$ cat config.mk
export PLATFORM = sky130hd
export DESIGN_NAME = serial_divider_flat
export DESIGN_NICKNAME = d
export VERILOG_FILES = /design/src/rtl/serial_divider_pkg.sv /design/src/rtl/serial_divider_if.sv /design/src/rtl/serial_divider_div_step.sv /design/src/rtl/serial_divider.sv /design/src/flat_wrapper.sv
export SDC_FILE = /design/constraint.sdc
export NUM_CORES = 1
export LEC_CHECK = 0
export BUFFER_PORTS_ARGS = -buffer_cell sky130_fd_sc_hd__buf_4
export CORE_MARGIN = 10
export CORE_UTILIZATION = 64
export DETAILED_ROUTE_END_ITERATION = 10
export PLACE_DENSITY = 0.95
export SLEW_MARGIN = 10
export SYNTH_ARGS = -nofsm -noshare
export SYNTH_HDL_FRONTEND = slang
export SYNTH_SLANG_ARGS = --single-unit
$ cat constraint.sdc
create_clock -name clk -period 9.72 [get_ports clk]
set_clock_uncertainty 0.2 [all_clocks]
set_input_delay 0.972 -clock clk [delete_from_list [all_inputs] [get_ports clk]]
set_output_delay 0.972 -clock clk [all_outputs]
set_load 0.03 [all_outputs]
$ cat src/rtl/serial_divider_pkg.sv
// Shared types and defaults for the multi-cycle restoring divider.
package serial_divider_pkg;
    localparam int DEFAULT_WIDTH = 32;

    typedef enum logic [1:0] {
        S_IDLE  = 2'd0,
        S_BUSY  = 2'd1,
        S_FIXUP = 2'd2,
        S_DONE  = 2'd3
    } state_e;
endpackage

$ cat src/rtl/serial_divider_if.sv
// Pipeline-to-divider request/result bundle; master is the pipeline side.
interface serial_divider_if #(parameter int WIDTH = serial_divider_pkg::DEFAULT_WIDTH);
    logic             en;
    logic             sign;
    logic [WIDTH-1:0] opA;
    logic [WIDTH-1:0] opB;
    logic             devwait;
    logic [WIDTH-1:0] quotient;
    logic [WIDTH-1:0] remainder;

    modport master (output en, sign, opA, opB, input devwait, quotient, remainder);
    modport slave  (input en, sign, opA, opB, output devwait, quotient, remainder);
endinterface

$ cat src/rtl/serial_divider_div_step.sv
// One restoring division step on magnitudes; quotient register shifts the dividend out MSB-first.
module div_step #(
    parameter int WIDTH = serial_divider_pkg::DEFAULT_WIDTH
) (
    input  logic [WIDTH-1:0] i_rem,
    input  logic [WIDTH-1:0] i_quo,
    input  logic [WIDTH-1:0] i_div,
    output logic [WIDTH-1:0] o_rem,
    output logic [WIDTH-1:0] o_quo
);
    logic [WIDTH:0] w_shift;
    logic [WIDTH:0] w_diff;

    // Remainder stays below the divisor, so WIDTH+1 bits hold the trial difference and its sign.
    assign w_shift = {i_rem, i_quo[WIDTH-1]};
    assign w_diff  = w_shift - {1'b0, i_div};
    assign o_rem   = w_diff[WIDTH] ? w_shift[WIDTH-1:0] : w_diff[WIDTH-1:0];
    assign o_quo   = {i_quo[WIDTH-2:0], ~w_diff[WIDTH]};
endmodule

$ cat src/rtl/serial_divider.sv
// Multi-cycle signed/unsigned divider: one quotient bit per cycle, sign fix-up at the end.
module serial_divider
    import serial_divider_pkg::*;
#(
    parameter int WIDTH = DEFAULT_WIDTH
) (
    input  logic             clk,
    input  logic             resetn,
    serial_divider_if.slave  bus
);
    localparam int CW = $clog2(WIDTH) + 1;

    state_e           r_state;
    logic [CW-1:0]    r_cnt;
    logic [WIDTH-1:0] r_rem;
    logic [WIDTH-1:0] r_quo;
    logic [WIDTH-1:0] r_div;
    logic [WIDTH-1:0] r_quotient;
    logic [WIDTH-1:0] r_remainder;
    logic             r_neg_q;
    logic             r_neg_r;

    logic             w_a_neg;
    logic             w_b_neg;
    logic [WIDTH-1:0] w_abs_a;
    logic [WIDTH-1:0] w_abs_b;
    logic [WIDTH-1:0] w_rem_nxt;
    logic [WIDTH-1:0] w_quo_nxt;

    assign w_a_neg = bus.sign & bus.opA[WIDTH-1];
    assign w_b_neg = bus.sign & bus.opB[WIDTH-1];
    assign w_abs_a = w_a_neg ? -bus.opA : bus.opA;
    assign w_abs_b = w_b_neg ? -bus.opB : bus.opB;

    div_step #(.WIDTH(WIDTH)) u_step (
        .i_rem (r_rem),
        .i_quo (r_quo),
        .i_div (r_div),
        .o_rem (w_rem_nxt),
        .o_quo (w_quo_nxt)
    );

    always_ff @(posedge clk or negedge resetn) begin
        if (!resetn) begin
            r_state     <= S_IDLE;
            r_cnt       <= '0;
            r_rem       <= '0;
            r_quo       <= '0;
            r_div       <= '0;
            r_neg_q     <= 1'b0;
            r_neg_r     <= 1'b0;
            r_quotient  <= '0;
            r_remainder <= '0;
        end else begin
            case (r_state)
                S_IDLE: begin
                    if (bus.en) begin
                        if (bus.opB != '0) begin
                            r_quo   <= w_abs_a;
                            r_div   <= w_abs_b;
                            r_rem   <= '0;
                            r_neg_q <= w_a_neg ^ w_b_neg;
                            r_neg_r <= w_a_neg;
                            r_cnt   <= CW'(WIDTH);
                            r_state <= S_BUSY;
                        end else begin
                            r_quotient  <= '1;
                            r_remainder <= bus.opA;
                            r_state     <= S_DONE;
                        end
                    end
                end
                S_BUSY: begin
                    // Pipeline dropping en means the instruction was squashed.
                    if (!bus.en) begin
                        r_state <= S_IDLE;
                    end else begin
                        r_rem <= w_rem_nxt;
                        r_quo <= w_quo_nxt;
                        r_cnt <= r_cnt - CW'(1);
                        if (r_cnt == CW'(1)) r_state <= S_FIXUP;
                    end
                end
                S_FIXUP: begin
                    if (!bus.en) begin
                        r_state <= S_IDLE;
                    end else begin
                        r_quotient  <= r_neg_q ? -r_quo : r_quo;
                        r_remainder <= r_neg_r ? -r_rem : r_rem;
                        r_state     <= S_DONE;
                    end
                end
                default: r_state <= S_IDLE;
            endcase
        end
    end

    assign bus.devwait   = ((r_state == S_IDLE) && bus.en) ||
                           (r_state == S_BUSY) || (r_state == S_FIXUP);
    assign bus.quotient  = r_quotient;
    assign bus.remainder = r_remainder;
endmodule
$ cat src/flat_wrapper.sv
// flat-port wrapper written by rule: the top's interface ports become plain ports
module serial_divider_flat import serial_divider_pkg::*;
#(
    parameter int WIDTH = DEFAULT_WIDTH
)
  (clk, resetn, bus_en, bus_sign, bus_opA, bus_opB, bus_devwait, bus_quotient, bus_remainder);
  serial_divider_if #(.WIDTH(WIDTH)) bus_i ();
  input  logic clk;
  input  logic resetn;
  input wire logic [$bits(bus_i.en)-1:0] bus_en;
  input wire logic [$bits(bus_i.sign)-1:0] bus_sign;
  input wire logic [$bits(bus_i.opA)-1:0] bus_opA;
  input wire logic [$bits(bus_i.opB)-1:0] bus_opB;
  output wire logic [$bits(bus_i.devwait)-1:0] bus_devwait;
  output wire logic [$bits(bus_i.quotient)-1:0] bus_quotient;
  output wire logic [$bits(bus_i.remainder)-1:0] bus_remainder;
  assign bus_i.en = bus_en;
  assign bus_i.sign = bus_sign;
  assign bus_i.opA = bus_opA;
  assign bus_i.opB = bus_opB;
  assign bus_devwait = bus_i.devwait;
  assign bus_quotient = bus_i.quotient;
  assign bus_remainder = bus_i.remainder;
  serial_divider #(.WIDTH(WIDTH)) u_core (.clk(clk), .resetn(resetn), .bus(bus_i));
endmodule
* Word level (Yosys, flattened, before mapping) *
Index checks and enable logic that the tools add are counted.

storage, ports and cells
  register bits = 170
  input port bits = 68
  output and inout port bits = 65
  word-level logic and storage cells = 70

cells by class
  add/subtract/negate cells = 6
  equality and inequality tests = 9
  muxes and demuxes = 31
  bitwise logic cells = 4
  reductions and logical operators = 11

operator list
  cell                   number
  $mux W32               17
  $pmux W32 S2           4
  $neg A32 Y32           4
  $sub A33 B32 Y33       1
  $reduce_bool A32 Y1    1
  $mux W6                3
  $pmux W6 S2            1
  $mux W2                5
  $ne A2 B2 Y1 const B   4
  $reduce_and A4 Y1      2
  $eq A6 B1 Y1 const B   1
  $pmux W2 S3            1
  $sub A6 B1 Y6 const B  1
  $reduce_bool A2 Y1     2
  $ne A3 B2 Y1 const B   1
  $reduce_and A3 Y1      1
  $and A1 B1 Y1          2
  $eq A2 B1 Y1 const B   1
  $eq A2 B2 Y1 const B   1
  $logic_not A2 Y1       1
  $logic_or A1 B1 Y1     2
  $ne A2 B1 Y1 const B   1
  $reduce_and A2 Y1      1
  $logic_and A1 B1 Y1    1
  other kinds (2)        2

* Longest topological paths before layout *
  depth in word-level cells = 5
  depth in mapped cells = 14
  depth with buffers taken out = 13

* By module *
From an unflattened synthesis, not the netlist that was laid out.

second synthesis, totals
  cell total of the unflattened synthesis = 1,411
  area total of the unflattened synthesis = 12,234.2 um2

by module, submodules not included
  module          times used  cells each  area each (um2)
  serial_divider  1           1,069       9,745.6
  div_step        1           342         2,488.6

* Least setup slack after synthesis *
No wires, ideal clock.

  kind = input port to flip-flop
  from = input bus_opB[8]
  to = register u_core.r_quo[18]
  library setup time = 0.126 ns
  data arrival time = 3.240 ns
  data required time = 9.394 ns
  setup slack = 6.154 ns
  cell stages on the path = 10
  cells stage by stage = or4_1 -> nor2_1 -> nand4_1 -> or3_1 -> o21ai_4 -> or2_1 -> buf_2 -> buf_2 -> nor2_1 -> a221o_1

on the way
  cells in the longest elaborated chain, start to end = 3

ends and longest elaborated chain
  item                         line                  RTL
  start: declaration           flat_wrapper.sv:13    input wire logic [$bits(bus_i.opB)-1:0] bus_opB;
  $reduce_bool A32 Y1          serial_divider.sv:58  if (bus.opB != '0) begin
  $ne A2 B1 Y1 (no line)       -
  $reduce_and A4 Y1 (no line)  -
  end signal: assignment       serial_divider.sv:59  r_quo <= w_abs_a;
  end signal: assignment       serial_divider.sv:79  r_quo <= w_quo_nxt;
  end: declaration             serial_divider.sv:16  logic [WIDTH-1:0] r_quo;

Every way passes these cells.
A chain may end at the register's enable or synchronous reset.

* Worst setup path after layout *
Same ends and word-level chain as after synthesis.

==> impl_metrics.py <==
metrics = {
    "status": {
        "status": "complete, no violations",
    },
    "power_and_ir_drop": {
        "ir_worst_vdd_v": 0.000208,
        "p_leak_nw": 5.71,
        "total_power_mw": 3.62,
        "power_density_nw_per_um2": 279,
    },
    "clock_tree": {
        "cts_buffer_depth": 2,
        "cts-buffers-inserted": 17,
        "post_cts_buffers": 0,
        "clock_latency_ns": 0.45,
        "postCtsHoldBufs": 0,
        "cts_resized": 0,
        "cts.sinks": 170,
        "clk_pin_slew_ns": 0.07,
        "cts_tree": "yes",
        "htree_levels": 4,
        "clock-root-buffer": "clkbuf_16",
    },
    "floorplan": {
        "core_area_um2": 17300,
        "start_util": 0.653,
        "pin_count": 133,
        "die-area_um2": 23400,
        "die_width_um": 153,
        "die_y_um": 153,
        "fp-row-count": 48,
    },
    "sta": {
        "period_share": 0.490,
        "rsz0062_at_grt": "false",
        "max-slew-margin-rel": 0.235,
        "finalSetupTns_ns": 0,
        "period_minus_slack_ns": 4.77,
        "worstMarginPinSlew_ns": 1.14,
        "final_hold_viol_count": 0,
        "fmax_ghz": 0.210,
        "finalMaxSlewViolations": 0,
        "finalSetupViolCount": 0,
    },
    "setup_path": {
        "required_ns": 9.84,
        "startpoint": "bus_opB[8]",
        "rr_endpoint": "u_core.r_rem[14]",
        "start_kind": "input port",
        "worstRegToRegCells": 14,
        "crit_path_max_fanout": 73,
        "r2r_slack_ns": 5.03,
        "crit_type": "input port to register",
        "critPathCaptureType": "register",
        "arrival_ns": 4.89,
        "rr_startpoint": "u_core.r_quo[31]",
    },
    "logic_synthesis": {
        "syn_nets": 1431,
        "async_flop_share": 1.00,
        "yosys-top-cells-area": "dfrtp_1 (38%), xnor2_1 (6.4%), o21ai_0 (6.0%)",
        "ys_warn_count": 0,
        "synth-seq-area-share": 0.376,
        "yosysMostFrequentCell": "dfrtp_1",
        "synthTopCellsByCount": "dfrtp_1 (170), nand2_1 (159), o21ai_0 (136)",
        "synth_top_area_cell": "dfrtp_1",
        "synthFlopType": "dfrtp_1",
        "synth-edff-count": 0,
        "synth_seq_cells": 170,
        "synthDistinctLibCells": 80,
        "netlist.area_leader.share": 0.376,
        "syn_inst": 1324,
        "synth_area_per_cell_um2": 8.53,
        "synth.cell_area_um2": 11300,
    },
    "global_route": {
        "antenna_found_initial": 0,
        "grt.total_usage": 0.285,
        "grt_max_degree": 111,
        "grt_pass1_vias": 10515,
        "grt_overflow": 0,
        "grt_pass1_wl_um": 55200,
    },
    "placed_design": {
        "dp.cells": 1617,
        "place_congestion": 0.946,
        "io_buffers": 132,
        "placed_cell_area_um2": 12400,
        "post-dp-hpwl_um": 24500,
    },
    "min_path": {
        "hold_path_depth": 2,
        "worstHoldPathType": "register to register",
        "min_to": "u_core.bus.remainder[12]",
        "min_from": "u_core.bus.remainder[12]",
    },
    "job": {
        "cap_violations": 0,
    },
    "routing": {
        "antenna_left": 0,
        "wl_per_cell_um": 20.8,
        "drt_iter0_drc": 1327,
        "finalWirelength_um": 34300,
        "vias": 10912,
        "vias_per_cell": 6.62,
        "drc": 0,
        "dr.pass1.iters": 7,
    },
    "layout": {
        "nNetsFinal": 1518,
        "drive_gt1_frac": 0.139,
        "area_growth_pct": 14.6,
        "fin_area_um2": 12900,
        "diodes": 0,
        "layout.cells.non_filler": 1649,
    },
}
## report_power, final
group	internal, mW	total (mW)	switching [mW]
Combinational	0.657	1.69	1.03
Clock	0.367	0.695	0.327
Sequential	0.970	1.23	0.262
Total	1.99	3.62	1.62
## critical path: stages
cell and delay, ns:
buf_4 0.12, or4_1 0.57, nor2_1 0.39, nand4_1 0.18
or3_1 0.41, o21ai_4 0.13, buf_4 0.62, or2_1 0.91
nor2_1 0.18, a221o_1 0.32
## kinds of logic (layout without fill, tap and decap cells)
| kind of cell | after synthesis | after routing | synth area share |
|---|---|---|---|
| compound gates | 426 | 426 | 0.245 |
| flops | 170 | 170 | 0.376 |
| simple gates | 413 | 413 | 0.174 |
| mux | 1 | 1 | 0.000886 |
| buf+inv | 129 | 229 | 0.0464 |
| xor+xnor | 146 | 146 | 0.113 |
| fa+ha+maj | 39 | 39 | 0.0438 |
## registers in the layout (all words and copies together) (netlist names)
name,flops
u_core.r_neg_q,1
u_core.bus.quotient,32
u_core.r_state,2
u_core.r_quo,32
u_core.r_neg_r,1
u_core.r_cnt,6
u_core.r_rem,32
u_core.bus.remainder,32
u_core.r_div,32
## cells in the final DEF (no fill, tap or decap), types with 17 or more instances in the layout
| cell | synthesis | routed |
|---|---|---|
| o31ai_1 | 32 | 32 |
| o22a_1 | 32 | 32 |
| nand3_1 | 37 | 37 |
| xor2_1 | 64 | 63 |
| nor2_1 | 99 | 98 |
| clkbuf_16 | 0 | 17 |
| nand2_1 | 159 | 159 |
| nand2b_1 | 19 | 18 |
| buf_4 | 0 | 139 |
| ha_1 | 38 | 38 |
| o21ai_0 | 136 | 136 |
| a21oi_1 | 94 | 94 |
| a22oi_1 | 21 | 21 |
| inv_1 | 57 | 57 |
| xnor2_1 | 82 | 81 |
| dfrtp_1 | 170 | 170 |
## per-stage QoR
| step | setup WS (ns) | hold slack [ns] | utilization |
|---|---|---|---|
| after floorplan | 6.15 | 0.256 | - |
| after global placement | 4.78 | 0.269 | 0.714 |
| after detailed placement | 4.67 | 0.274 | 0.714 |
| after CTS | 5.10 | 0.290 | 0.749 |
| after global routing | 4.74 | 0.305 | 0.749 |
| final | 4.95 | 0.286 | 0.749 |
## layout make-up
| cell class | instances | area [um2] |
|---|---|---|
| clock inverters | 15 | 173 |
| inverters | 57 | 214 |
| well taps | 225 | 282 |
| clock buffers | 17 | 425 |
| multi-input cells | 1025 | 6550 |
| flip-flops and latches | 170 | 4250 |
| fillers | 1175 | 4350 |
| repair buffers | 140 | 1050 |
## how the worst max path moves through the flow
stage | slack [ns] | end | depth (start not counted)
6_report | 4.95 | u_core.r_quo[18] | 10
2_1_floorplan | 6.15 | u_core.r_quo[18] | 10
3_5_place_dp | 4.67 | u_core.r_quo[18] | 10
4_1_cts | 5.10 | u_core.r_quo[18] | 10
3_3_place_gp | 4.78 | u_core.r_quo[6] | 10
5_1_grt | 4.74 | u_core.r_quo[18] | 11
## per-layer routing
metal,up-vias,global-route usage,part of all wire
met5,-,0,0
met4,0,0.163,0.056
met3,149,0.0581,0.093
met2,652,0.473,0.49
met1,5195,0.336,0.36
li1,4916,-,-
No activity file was read; power rests on OpenSTA's default activity.
